File: src/rtl/xprova_pkg.sv
// Shared helpers for the xprova synchroniser cells: counter sizing and
// parameter legality checks used at elaboration time.
package xprova_pkg;

  localparam int MIN_WIDTH  = 1;
  localparam int MIN_STAGES = 2;
  localparam int MIN_SETTLE = 1;

  // Ceiling log2 for n >= 1; clog2(1) = 0.
  function automatic int clog2(input int n);
    int r;
    int v;
    r = 0;
    v = n - 1;
    while (v > 0) begin
      r = r + 1;
      v = v >> 1;
    end
    return r;
  endfunction

  function automatic bit width_ok(input int w);
    return (w >= MIN_WIDTH);
  endfunction

  function automatic bit stages_ok(input int s);
    return (s >= MIN_STAGES);
  endfunction

  function automatic bit settle_ok(input int s);
    return (s >= MIN_SETTLE);
  endfunction

endpackage

File: src/rtl/dffx_settle_cnt.sv
// Saturating stability counter: SETTLED asserts once Q has held for SETTLE
// consecutive edges; clr or a pending Q change restarts the count.
module dffx_settle_cnt
  import xprova_pkg::*;
#(
  parameter int SETTLE = 4
) (
  input  logic CK,
  input  logic RS,
  input  logic clr,
  input  logic q_changed,
  output logic SETTLED
);

  localparam int CW = (clog2(SETTLE + 1) < 1) ? 1 : clog2(SETTLE + 1);
  localparam logic [CW-1:0] CMAX = CW'(SETTLE);

  logic [CW-1:0] cnt;
  logic [CW-1:0] cnt_nxt;

  always_comb begin
    cnt_nxt = cnt;
    if (clr || q_changed) begin
      cnt_nxt = '0;
    end else if (cnt != CMAX) begin
      cnt_nxt = cnt + 1'b1;
    end
  end

  // SETTLED is a flop fed from the next count, so it lines up with cnt.
  always_ff @(posedge CK or negedge RS) begin
    if (!RS) begin
      cnt     <= '0;
      SETTLED <= 1'b0;
    end else begin
      cnt     <= cnt_nxt;
      SETTLED <= (cnt_nxt == CMAX);
    end
  end

endmodule

File: src/rtl/dffx_sync.sv
// WIDTH-bit, STAGES-deep synchroniser chain with optional metastability
// injection on the first stage and an output settle tracker.
module dffx_sync
  import xprova_pkg::*;
#(
  parameter int               WIDTH   = 1,
  parameter int               STAGES  = 2,
  parameter int               INJECT  = 1,
  parameter logic [WIDTH-1:0] RST_VAL = '0,
  parameter int               SETTLE  = 4
) (
  input  logic             CK,
  input  logic             RS,
  input  logic             EN,
  input  logic             ST,
  input  logic [WIDTH-1:0] D,
  input  logic [WIDTH-1:0] V,
  output logic [WIDTH-1:0] Q,
  output logic [WIDTH-1:0] T,
  output logic [WIDTH-1:0] M,
  output logic             SETTLED
);

  if (!width_ok(WIDTH)) begin : g_bad_width
    $error("dffx_sync: WIDTH must be >= 1");
  end
  if (!stages_ok(STAGES)) begin : g_bad_stages
    $error("dffx_sync: STAGES must be >= 2");
  end
  if (!settle_ok(SETTLE)) begin : g_bad_settle
    $error("dffx_sync: SETTLE must be >= 1");
  end

  logic [WIDTH-1:0] dprev;
  logic [WIDTH-1:0] cap;
  logic [WIDTH-1:0] m_nxt;
  logic [WIDTH-1:0] q_nxt;
  logic [WIDTH-1:0] taps [STAGES];
  logic             q_changed;

  assign T = (D ^ dprev) & {WIDTH{EN}};

  // Transitioning bits take the free resolution value V on capture.
  for (genvar b = 0; b < WIDTH; b++) begin : g_inj
    if (INJECT != 0) begin : g_on
      assign cap[b]   = T[b] ? V[b] : D[b];
      assign m_nxt[b] = T[b];
    end else begin : g_off
      assign cap[b]   = D[b];
      assign m_nxt[b] = 1'b0;
    end
  end

  always_ff @(posedge CK or negedge RS) begin
    if (!RS) begin
      dprev <= RST_VAL;
      M     <= '0;
    end else if (ST) begin
      dprev <= '1;
      M     <= '0;
    end else if (EN) begin
      dprev <= D;
      M     <= m_nxt;
    end else begin
      M     <= '0;
    end
  end

  for (genvar k = 0; k < STAGES; k++) begin : g_stage
    logic [WIDTH-1:0] d_in;
    logic [WIDTH-1:0] q;

    if (k == 0) begin : g_first
      assign d_in = cap;
    end else begin : g_next
      assign d_in = taps[k-1];
    end

    always_ff @(posedge CK or negedge RS) begin
      if (!RS) begin
        q <= RST_VAL;
      end else if (ST) begin
        q <= '1;
      end else if (EN) begin
        q <= d_in;
      end
    end

    assign taps[k] = q;
  end

  assign Q = taps[STAGES-1];

  // Next Q depends only on registered stages and ST/EN, never on D.
  always_comb begin
    q_nxt = Q;
    if (ST) begin
      q_nxt = '1;
    end else if (EN) begin
      q_nxt = taps[STAGES-2];
    end
  end

  assign q_changed = (q_nxt != Q);

  dffx_settle_cnt #(
    .SETTLE(SETTLE)
  ) u_settle (
    .CK       (CK),
    .RS       (RS),
    .clr      (ST),
    .q_changed(q_changed),
    .SETTLED  (SETTLED)
  );

endmodule

File: config.mk
export PLATFORM = sky130hd
export DESIGN_NAME = dffx_sync
export DESIGN_NICKNAME = d
export VERILOG_FILES = /design/src/rtl/xprova_pkg.sv /design/src/rtl/dffx_settle_cnt.sv /design/src/rtl/dffx_sync.sv
export SDC_FILE = /design/constraint.sdc
export NUM_CORES = 1
export LEC_CHECK = 0
export BUFFER_PORTS_ARGS = -buffer_cell sky130_fd_sc_hd__buf_2
export CORE_AREA = 10 10 47 49
export DETAILED_ROUTE_END_ITERATION = 12
export DIE_AREA = 0 0 57 59
export GPL_TIMING_DRIVEN = 1
export PLACE_DENSITY = 0.57
export SYNTH_ARGS = -nofsm -noshare
export SYNTH_HDL_FRONTEND = slang
export SYNTH_SLANG_ARGS = --single-unit
export TNS_END_PERCENT = 100
File: constraint.sdc
create_clock -name CK -period 2.7 [get_ports CK]
set_input_delay 0.54 -clock CK [delete_from_list [all_inputs] [get_ports CK]]
set_output_delay 0.54 -clock CK [all_outputs]
set_load 0.05 [all_outputs]
==> results of run 1 <==
==> final timing paths <==
path                            startpoint               end  cells after the start
setup / recovery                     dprev                 T                      3
hold / removal                          RS                 Q                      1
setup reg to reg           u_settle.cnt[0]  u_settle.SETTLED                      5
hold reg to reg               g_stage[0].q                 Q                      1
max in group asynchronous               RS  u_settle.SETTLED                      1
min in group CK                         ST                 M                      2
==> routing by layer <==
metal,GRT usage,vias up,part of all wire
met3,0.0279,0,0.075
li1,-,154,-
met4,0.0403,0,0
met2,0.0574,9,0.40
met5,0,-,0
met1,0.0569,126,0.52
==> flip-flops by register name, indices dropped and copies added, names as in the netlist <==
register          flops
M                     1
Q                     1
dprev                 1
g_stage.q             1
u_settle.SETTLED      1
u_settle.cnt          3
==> metrics by stage <==
stage,worst slack (ns),cells
3_5_place_dp,1.01,63
2_1_floorplan,0.849,38
6_report,1.01,66
4_1_cts,0.997,66
3_3_place_gp,1.03,63
5_1_grt,0.932,66
==> synthesized netlist by cell type <==
cell type / n
sky130_fd_sc_hd__a211o_1: 2
sky130_fd_sc_hd__xnor2_1: 2
sky130_fd_sc_hd__xor2_1: 1
sky130_fd_sc_hd__inv_1: 4
sky130_fd_sc_hd__nand3b_1: 1
sky130_fd_sc_hd__a21o_1: 1
sky130_fd_sc_hd__a21oi_1: 2
sky130_fd_sc_hd__ha_1: 2
sky130_fd_sc_hd__nor3b_2: 1
sky130_fd_sc_hd__nor3_1: 2
sky130_fd_sc_hd__nand2_1: 1
sky130_fd_sc_hd__nor2_1: 4
sky130_fd_sc_hd__nor2b_1: 2
sky130_fd_sc_hd__a2111oi_2: 1
sky130_fd_sc_hd__o21ai_0: 3
sky130_fd_sc_hd__and2b_2: 1
sky130_fd_sc_hd__dfrtp_1: 8
==> final cells by class <==
class	count	area, µm²	area share
multi-input combinational	26	186	0.381
clock buffer	3	22.5	0.0460
inverter	4	15.0	0.0307
tap	16	20.0	0.0409
timing repair buffer	9	45.0	0.0921
sequential	8	200	0.409
==> cells by family after synthesis <==
| kind of cell | count (synthesis) |
|---|---|
| buf+inv | 4 |
| fa+ha+maj | 2 |
| compound gates | 9 |
| flops | 8 |
| xor+xnor | 3 |
| simple gates | 12 |
==> power groups by stage <==
stage                     Sequential, mW  Combinational [mW]  Clock (mW)
after floorplan                    0.149              0.0401           0
after global placement             0.139              0.0685           0
after detailed placement           0.139              0.0686           0
after CTS                          0.137              0.0689      0.0947
after global routing               0.139              0.0754      0.0980
final                              0.137              0.0676      0.0873
==> worst max-delay path, stage by stage (launching register included) <==
cell and delay [ns]:
sky130_fd_sc_hd__dfrtp_1 0.40, sky130_fd_sc_hd__xnor2_1 0.15, sky130_fd_sc_hd__nor2_1 0.09, sky130_fd_sc_hd__buf_2 0.27
==> run summary, run 1 <==
## Synthesis
• **Compound-Gate Fraction of Synth Area** 0.162
• **Gate Count Post-Synth** 38
• **dominant combinational cell family by area after synthesis** simple AND/OR/NAND/NOR gates
• **area share of and/or/nand/nor cells after synthesis** 0.174
• **flop and latch count out of synthesis** 8
• **area share of xor/xnor cells in the synthesized design** 0.0654
• **Cell Area, Synth** 402 µm²
• **mean post-synth cell area** 10.6 µm²
• **main area contributors after synthesis** sky130_fd_sc_hd__dfrtp_1 50%, sky130_fd_sc_hd__ha_1 6.2%, sky130_fd_sc_hd__a211o_1 4.4%
• **number of distinct library cells after synthesis** 17
• **fraction of the mapped netlist area in adder cells** 0.0623
• **Synth top area share** 0.498
• **Syn Nets** 46
• **multiplexer share of the synthesized area** 0
• **leading area contributor after synthesis** sky130_fd_sc_hd__dfrtp_1
• **Synth warnings** 0
• **sequential fraction of the synthesis area** 0.498

## Clock network
• **cell at the root of the clock tree** sky130_fd_sc_hd__clkbuf_4
• **# resized after CTS** 0
• **clk slew on worst S/H paths** 0.05 ns
• **Longest Clk Path Bufs** 2
• **deepest level of the CTS H-tree** 1
• **TritonCTS clock tree** yes
• **hold-fix buffer count after cts** 0
• **Skew-Pair Late Insertion Delay** 0.24 ns
• **number of post-CTS setup repair buffers** 0
• **Num Clock Sinks** 8
• **TritonCTS buffer count** 3

## Layout
• **highest-count cells in the layout ignoring fill and taps** 9 x sky130_fd_sc_hd__buf_2, 8 x sky130_fd_sc_hd__dfrtp_1, 4 x sky130_fd_sc_hd__inv_1, 4 x sky130_fd_sc_hd__nor2_1
• **final instance area** 489 µm²
• **share of layout cells above drive strength 1** 0.300
• **Net count, final** 60
• **most common library cell in the layout ignoring fill and taps** sky130_fd_sc_hd__buf_2
• **layout overhead on the synthesized area** 21.8%
• **utilization after layout** 0.349
• **count of inserted antenna diode cells** 0
• **final-layout fill cell count** 155

## Placement
• **final estimated routing congestion in global placement** 0.768
• **Cell Area, Placed** 467 µm²
• **Detail Placement HPWL** 582 µm
• **port buffer count** 9

## Die
• **die boundary height** 59 µm
• **Die Width** 57 µm
• **Std-Cell Core Area** 1400 µm²
• **die outline area** 3360 µm²
• **starting density of the core** 0.287
• **number of top-level pins** 10
• **# rows** 14

## Outcome
• **status** complete, no violations

## Route
• **DRC errors left** 0
• **total number of vias** 289
• **via/cell ratio** 4.38
• **routed wire length** 719 µm
• **post-detailed-route count of antenna-violating nets** 0
• **Pre-antenna DRT Iters** 2
• **drt initial violations** 2
• **routed length per placed instance** 10.9 µm

## Worst setup path
• **Crit Path Max Fanout** 4
• **Critical Path Source Type** flip-flop
• **CP Data Required Time** 2.16 ns
• **critical setup path kind** flip-flop to output pin
• **slack of the worst reg-to-reg path** 1.32 ns
• **endpoint type of the worst setup path** output pin
• **critical path arrival** 1.15 ns

## Global routing
• **GR Overflow Total** 0
• **GRT Overall Usage** 0.0474
• **maximum number of pins on one net before global-route repair** 9
• **global-route wire length before repair** 1240 µm
• **number of global-route vias before repair** 308
• **initial antenna violation count** 0

## Timing
• **Final Hold Viols** 0
• **Slew HR** 0.822
• **Max Transition Viols Final** 0
• **final clock period utilization by the worst path** 0.626
• **actual slew at the worst max-slew pin** 0.266 ns
• **fmax** 0.592 GHz
• **setup tns final** 0 ns
• **Final Skew** 0.00214 ns
• **Hold Worst Slack** 0.127 ns
• **Final setup viols** 0
• **final critical-path required period** 1.69 ns
• **setup repair after global routing missed its margin** false

## Power
• **power spent charging and discharging nets** 0.0862 mW
• **PwrDens** 596 nW/µm²
• **cell-internal power** 0.206 mW
• **maximum ir drop on the vdd rail** 0.258 mV
• **total chip power** 0.292 mW
• **Pleak** 0.232 nW
• **Logic pwr share** 0.232
• **power share of the clock group** 0.299
• **switching part of the total power** 0.295
• **fraction of power consumed by sequential logic** 0.469

## Flow run
• **max capacitance violation total** 0

## Worst hold path
• **classification of the worst-slack hold path** input port to async pin

Note: power is estimated with default switching activity, not from simulation.
==> inputs of run 2 (changes only) <==
Settings changed: PLACE_DENSITY 0.57 to 0.59.
Clock period 2.7 ns to 1.51 ns, I/O delays scaled along.
==> run summary, run 2 (synthesized netlist as in run 1, its figures left out) <==
## Layout
• **final-layout fill cell count** 150, -3.2%
• **Net count, final** 61, +1.7%
• **utilization after layout** 0.368, +0.0187
• **flip-flop count of the largest register, all copies and words added** 3, unchanged
• **share of layout cells above drive strength 1** 0.333, +0.0333
• **Register Area** 200 µm², unchanged
• **largest register by flop count** u_settle.cnt
• **highest-count cells in the layout ignoring fill and taps** 8 x sky130_fd_sc_hd__dfrtp_1, 8 x sky130_fd_sc_hd__buf_2, 4 x sky130_fd_sc_hd__inv_1
• **final instance count without filler cells** 67, +1.5%
• **area of the multi-input gates** 196 µm², +5.4%
• **count of inserted antenna diode cells** 0, unchanged
• **layout overhead on the synthesized area** 28.3%
• **final instance area** 515 µm², +5.4%

## Worst setup path
• **critical path depth in cells** 3, unchanged
• **critical path arrival** 1.13 ns, -0.02 ns
• **critical setup path kind** flip-flop to output pin
• **CP Data Required Time** 1.21 ns, -0.95 ns
• **Critical Path Source Type** flip-flop
• **buffers and inverters on the worst path** 1, unchanged
• **gate family responsible for the most delay along the worst path** flip-flops
• **capturing point of the worst reg2reg path** u_settle.SETTLED
• **depth of the most critical reg-to-reg path** 5, unchanged
• **startpoint of the worst setup timing path** dprev
• **Crit Path Max Fanout** 4, unchanged
• **end point of the critical path** T
• **cell type of the slowest stage on the worst timing path** sky130_fd_sc_hd__dfrtp_1
• **critical path's largest stage delay** 0.42 ns, +0.02 ns
• **worst flop-to-flop path startpoint** u_settle.cnt[0]
• **endpoint type of the worst setup path** output pin
• **slack of the worst reg-to-reg path** 0.14 ns, -1.18 ns
• **critical-path cell list** xnor2_2 > nor2_2 > buf_6

## Outcome
• **status** complete, no violations

## Clock network
• **Num Clock Sinks** 8, unchanged
• **Longest Clk Path Bufs** 2, unchanged
• **clk slew on worst S/H paths** 0.05 ns, about the same
• **cell at the root of the clock tree** sky130_fd_sc_hd__clkbuf_4
• **deepest level of the CTS H-tree** 1, unchanged
• **TritonCTS buffer count** 3, unchanged
• **TritonCTS clock tree** yes
• **Skew-Pair Late Insertion Delay** 0.25 ns, about the same
• **number of post-CTS setup repair buffers** 0, unchanged

## Placement
• **Cell Area, Placed** 467 µm², unchanged
• **port buffer count** 9, unchanged
• **pre-CTS WS** 0.131 ns, -0.883 ns
• **final estimated routing congestion in global placement** 0.722, -6.0%
• **Detail Placement HPWL** 629 µm, +8.2%
• **placed cell count** 63, unchanged

## Global routing
• **number of global-route vias before repair** 346, +12%
• **global-route wire length before repair** 1440 µm, +16%
• **GRT Overall Usage** 0.0556, +0.00817
• **initial antenna violation count** 0, unchanged
• **maximum number of pins on one net before global-route repair** 9, unchanged
• **GR Overflow Total** 0, unchanged

## Timing
• **Final setup viols** 0, unchanged
• **Slew HR** 0.835, +0.0130
• **Final Hold Viols** 0, unchanged
• **fmax** 0.697 GHz
• **actual slew at the worst max-slew pin** 0.245 ns, -0.0209 ns
• **crit path setup slack, layout** 0.0744 ns, -0.935 ns
• **final clock period utilization by the worst path** 0.951
• **Max Transition Viols Final** 0, unchanged
• **Final Skew** 0.00247 ns, +0.000326 ns
• **final critical-path required period** 1.44 ns

## Route
• **routed length per placed instance** 12.3 µm, +13%
• **DRC errors left** 0, unchanged
• **drt initial violations** 2, unchanged
• **post-detailed-route count of antenna-violating nets** 0, unchanged
• **Pre-antenna DRT Iters** 4, +2
• **routed wire length** 823 µm, +14%
• **via/cell ratio** 4.73, +8.1%
• **total number of vias** 317, +9.7%

## Die
• **Die Width** 57 µm, unchanged
• **starting density of the core** 0.287, unchanged
• **die boundary height** 59 µm, unchanged
• **# rows** 14, unchanged
• **Std-Cell Core Area** 1400 µm², unchanged
• **number of top-level pins** 10, unchanged
• **die outline area** 3360 µm², unchanged

## Power
• **PwrDens** 1050 nW/µm², +77%
• **maximum ir drop on the vdd rail** 0.582 mV, +120%
• **Pleak** 0.243 nW, +5.0%

## Worst hold path
• **classification of the worst-slack hold path** input port to flip-flop

## Flow run
• **max capacitance violation total** 0, unchanged

==> run 2: how the worst min path moves through the flow <==
stage / startpoint / endpoint / slack [ns] / cells past startpoint
floorplan: RS / M / 0.006 / 0
detailed placement: RS / Q / 0.16 / 1
finish: ST / M / 0.28 / 2
CTS: ST / M / 0.27 / 2
global placement: RS / Q / 0.16 / 1
global route: ST / M / 0.28 / 2
==> run 2: where the power goes <==
| group | internal (mW) | switching, mW |
|---|---|---|
| Sequential | 0.232 | 0.0133 |
| Clock | 0.0910 | 0.0733 |
| Combinational | 0.0519 | 0.0813 |
==> run 2: cell type report <==
type,count,share of cell area
Sequential cell,8,0.388
Multi-Input combinational cell,26,0.381
Timing Repair Buffer,10,0.119
Clock buffer,3,0.0437
Tap cell,16,0.0388
Inverter,4,0.0291
==> run 2: repair_timing <==
action | 4_1_cts | 5_1_grt
hold buffers | 1 | 0
endpoints found under the hold margin | 8 | 0
resized for setup | 0 | 5
endpoints found under the setup margin | 0 | 1
==> run 2: metal layers <==
layer	track usage	vias up	wire, µm
met2	0.0791	14	375
met1	0.0554	145	365
met5	0	-	0
met3	0.0536	0	83
met4	0.0201	0	0
li1	-	158	-
==> run 2: per-stage QoR <==
| step | TNS [ns] | hold slack (ns) | total power [mW] |
|---|---|---|---|
| final | 0 | 0.279 | 0.543 |
| after global routing | -0.00509 | 0.284 | 0.582 |
| after detailed placement | 0 | 0.159 | 0.374 |
| after global placement | 0 | 0.157 | 0.370 |
| after CTS | 0 | 0.268 | 0.548 |
| after floorplan | 0 | 0.00641 | 0.338 |
==> run 2: worst reg2reg max path: stages, from the launching register on <==
cell                        delay [ns]
sky130_fd_sc_hd__dfrtp_1          0.38
sky130_fd_sc_hd__inv_1            0.09
sky130_fd_sc_hd__ha_1             0.24
sky130_fd_sc_hd__nor3b_2          0.16
sky130_fd_sc_hd__nor3_1           0.08
sky130_fd_sc_hd__a2111oi_2        0.31
==> inputs of run 3 (changes only) <==
Settings changed: RECOVER_POWER from default to 25.
==> run summary, run 3 (synthesized netlist as in run 1, its figures left out) <==
## Clock network
• **Skew-Pair Late Insertion Delay** 0.25 ns, about the same
• **cell at the root of the clock tree** sky130_fd_sc_hd__clkbuf_4
• **TritonCTS buffer count** 3, unchanged
• **Longest Clk Path Bufs** 2, unchanged
• **number of post-CTS setup repair buffers** 0, unchanged
• **clk slew on worst S/H paths** 0.05 ns, about the same
• **Num Clock Sinks** 8, unchanged
• **TritonCTS clock tree** yes
• **deepest level of the CTS H-tree** 1, unchanged

## Route
• **drt initial violations** 2, unchanged
• **routed wire length** 823 µm, unchanged
• **DRC errors left** 0, unchanged
• **post-detailed-route count of antenna-violating nets** 0, unchanged
• **total number of vias** 317, unchanged
• **Pre-antenna DRT Iters** 4, unchanged
• **via/cell ratio** 4.73, unchanged
• **routed length per placed instance** 12.3 µm, unchanged

## Timing
• **actual slew at the worst max-slew pin** 0.442 ns, +0.197 ns
• **Final Skew** 0.00247 ns, +0.0000000300 ns
• **fmax** 0.697 GHz, unchanged
• **crit path setup slack, layout** 0.0744 ns, +0.000000100 ns
• **final critical-path required period** 1.44 ns, -0.000000100 ns
• **Final setup viols** 0, unchanged
• **final clock period utilization by the worst path** 0.951, about the same
• **Max Transition Viols Final** 0, unchanged
• **Final Hold Viols** 0, unchanged
• **Slew HR** 0.705, -0.130

## Power
• **Pleak** 0.240 nW, -1.1%
• **power spent charging and discharging nets** 0.168 mW, about the same
• **power share of the clock group** 0.303, about the same
• **Logic pwr share** 0.245, about the same
• **maximum ir drop on the vdd rail** 0.582 mV, about the same
• **total chip power** 0.543 mW, about the same
• **fraction of power consumed by sequential logic** 0.453, about the same
• **switching part of the total power** 0.309, about the same
• **PwrDens** 1060 nW/µm², +0.18%
• **cell-internal power** 0.375 mW, -0.11%

## Placement
• **Cell Area, Placed** 467 µm², unchanged
• **Detail Placement HPWL** 629 µm, unchanged
• **final estimated routing congestion in global placement** 0.722, unchanged
• **port buffer count** 9, unchanged
• **pre-CTS WS** 0.131 ns, unchanged

## Layout
• **Register Area** 200 µm², unchanged
• **area of the multi-input gates** 196 µm², unchanged
• **largest register by flop count** u_settle.cnt
• **most common library cell in the layout ignoring fill and taps** sky130_fd_sc_hd__dfrtp_1
• **count of inserted antenna diode cells** 0, unchanged
• **flip-flop count of the largest register, all copies and words added** 3, unchanged
• **final-layout fill cell count** 151, +0.67%
• **layout overhead on the synthesized area** 28.0%
• **highest-count cells in the layout ignoring fill and taps** 8 x sky130_fd_sc_hd__dfrtp_1, 7 x sky130_fd_sc_hd__buf_2, 4 x sky130_fd_sc_hd__inv_1
• **Net count, final** 61, unchanged
• **final instance area** 514 µm², -0.24%
• **share of layout cells above drive strength 1** 0.314, -0.0196

## Die
• **Std-Cell Core Area** 1400 µm², unchanged
• **number of top-level pins** 10, unchanged
• **starting density of the core** 0.287, unchanged
• **die boundary height** 59 µm, unchanged
• **die outline area** 3360 µm², unchanged
• **Die Width** 57 µm, unchanged
• **# rows** 14, unchanged

## Worst setup path
• **CP Data Required Time** 1.21 ns, about the same
• **Critical Path Source Type** flip-flop
• **critical setup path kind** flip-flop to output pin
• **Crit Path Max Fanout** 4, unchanged
• **endpoint type of the worst setup path** output pin
• **critical path arrival** 1.13 ns, about the same

## Global routing
• **maximum number of pins on one net before global-route repair** 9, unchanged
• **GR Overflow Total** 0, unchanged
• **global-route wire length before repair** 1440 µm, unchanged
• **GRT Overall Usage** 0.0556, unchanged
• **number of global-route vias before repair** 346, unchanged
• **initial antenna violation count** 0, unchanged

## Outcome
• **status** complete, no violations

## Flow run
• **max capacitance violation total** 0, unchanged

## Worst hold path
• **classification of the worst-slack hold path** input port to flip-flop

==> run 3: cell types whose count changed in the layout (fill, tap and decap cells not counted), sizes merged <==
cell	previous run	this run
buf	9	8
clkbuf	3	4
==> run 3: per-stage QoR <==
step	hold slack [ns]	TNS [ns]	utilization	cells
2_1_floorplan	0.00641	0	-	38
3_3_place_gp	0.157	0	0.333	63
3_5_place_dp	0.159	0	0.333	63
4_1_cts	0.268	0	0.356	67
5_1_grt	0.284	-0.00509	0.367	67
6_report	0.279	0	0.367	67
==> run 3: routing by layer <==
| layer | track usage | vias up | part of all wire | routed length [µm] |
|---|---|---|---|---|
| met1 | 0.0554 | 145 | 0.44 | 365 |
| met2 | 0.0791 | 14 | 0.46 | 375 |
| met5 | 0 | - | 0 | 0 |
| met3 | 0.0536 | 0 | 0.10 | 83 |
| li1 | - | 158 | - | - |
| met4 | 0.0201 | 0 | 0 | 0 |
==> run 3: power by group through the flow <==
stage                     Sequential [mW]  Clock, mW  Combinational, mW
after floorplan                     0.266          0             0.0717
after global placement              0.248          0              0.122
after detailed placement            0.249          0              0.125
after CTS                           0.245      0.176              0.128
after global routing                0.248      0.186              0.148
final                               0.246      0.164              0.133
==> run 3: final timing paths <==
path,startpoint,to,slack [ns],cells after the start
min,ST,M,0.28,2
min reg2reg,g_stage[0].q,Q,0.56,1
max,dprev,T,0.07,3
min in group asynchronous,RS,u_settle.cnt[1],0.49,2
max reg2reg,u_settle.cnt[0],u_settle.SETTLED,0.14,5
max in group asynchronous,RS,dprev,0.71,2
==> run 3: area by class of cell <==
| cell class | instances | share of cell area |
|---|---|---|
| Inverter | 4 | 0.0292 |
| Multi-Input combinational cell | 26 | 0.382 |
| Clock buffer | 3 | 0.0438 |
| Timing Repair Buffer | 10 | 0.117 |
| Sequential cell | 8 | 0.389 |
| Tap cell | 16 | 0.0389 |
==> run 3: worst max-delay path: stages (launching register included) <==
cell and delay [ns]:
sky130_fd_sc_hd__dfrtp_1 0.42, sky130_fd_sc_hd__xnor2_2 0.17, sky130_fd_sc_hd__nor2_2 0.13, sky130_fd_sc_hd__buf_6 0.17
==> run 3: timing repair <==
item / 4_1_cts / 5_1_grt
endpoints found under the hold margin: 8 / 0
gates resized for setup: 0 / 5
hold buffers: 1 / 0
endpoints found under the setup margin: 0 / 1
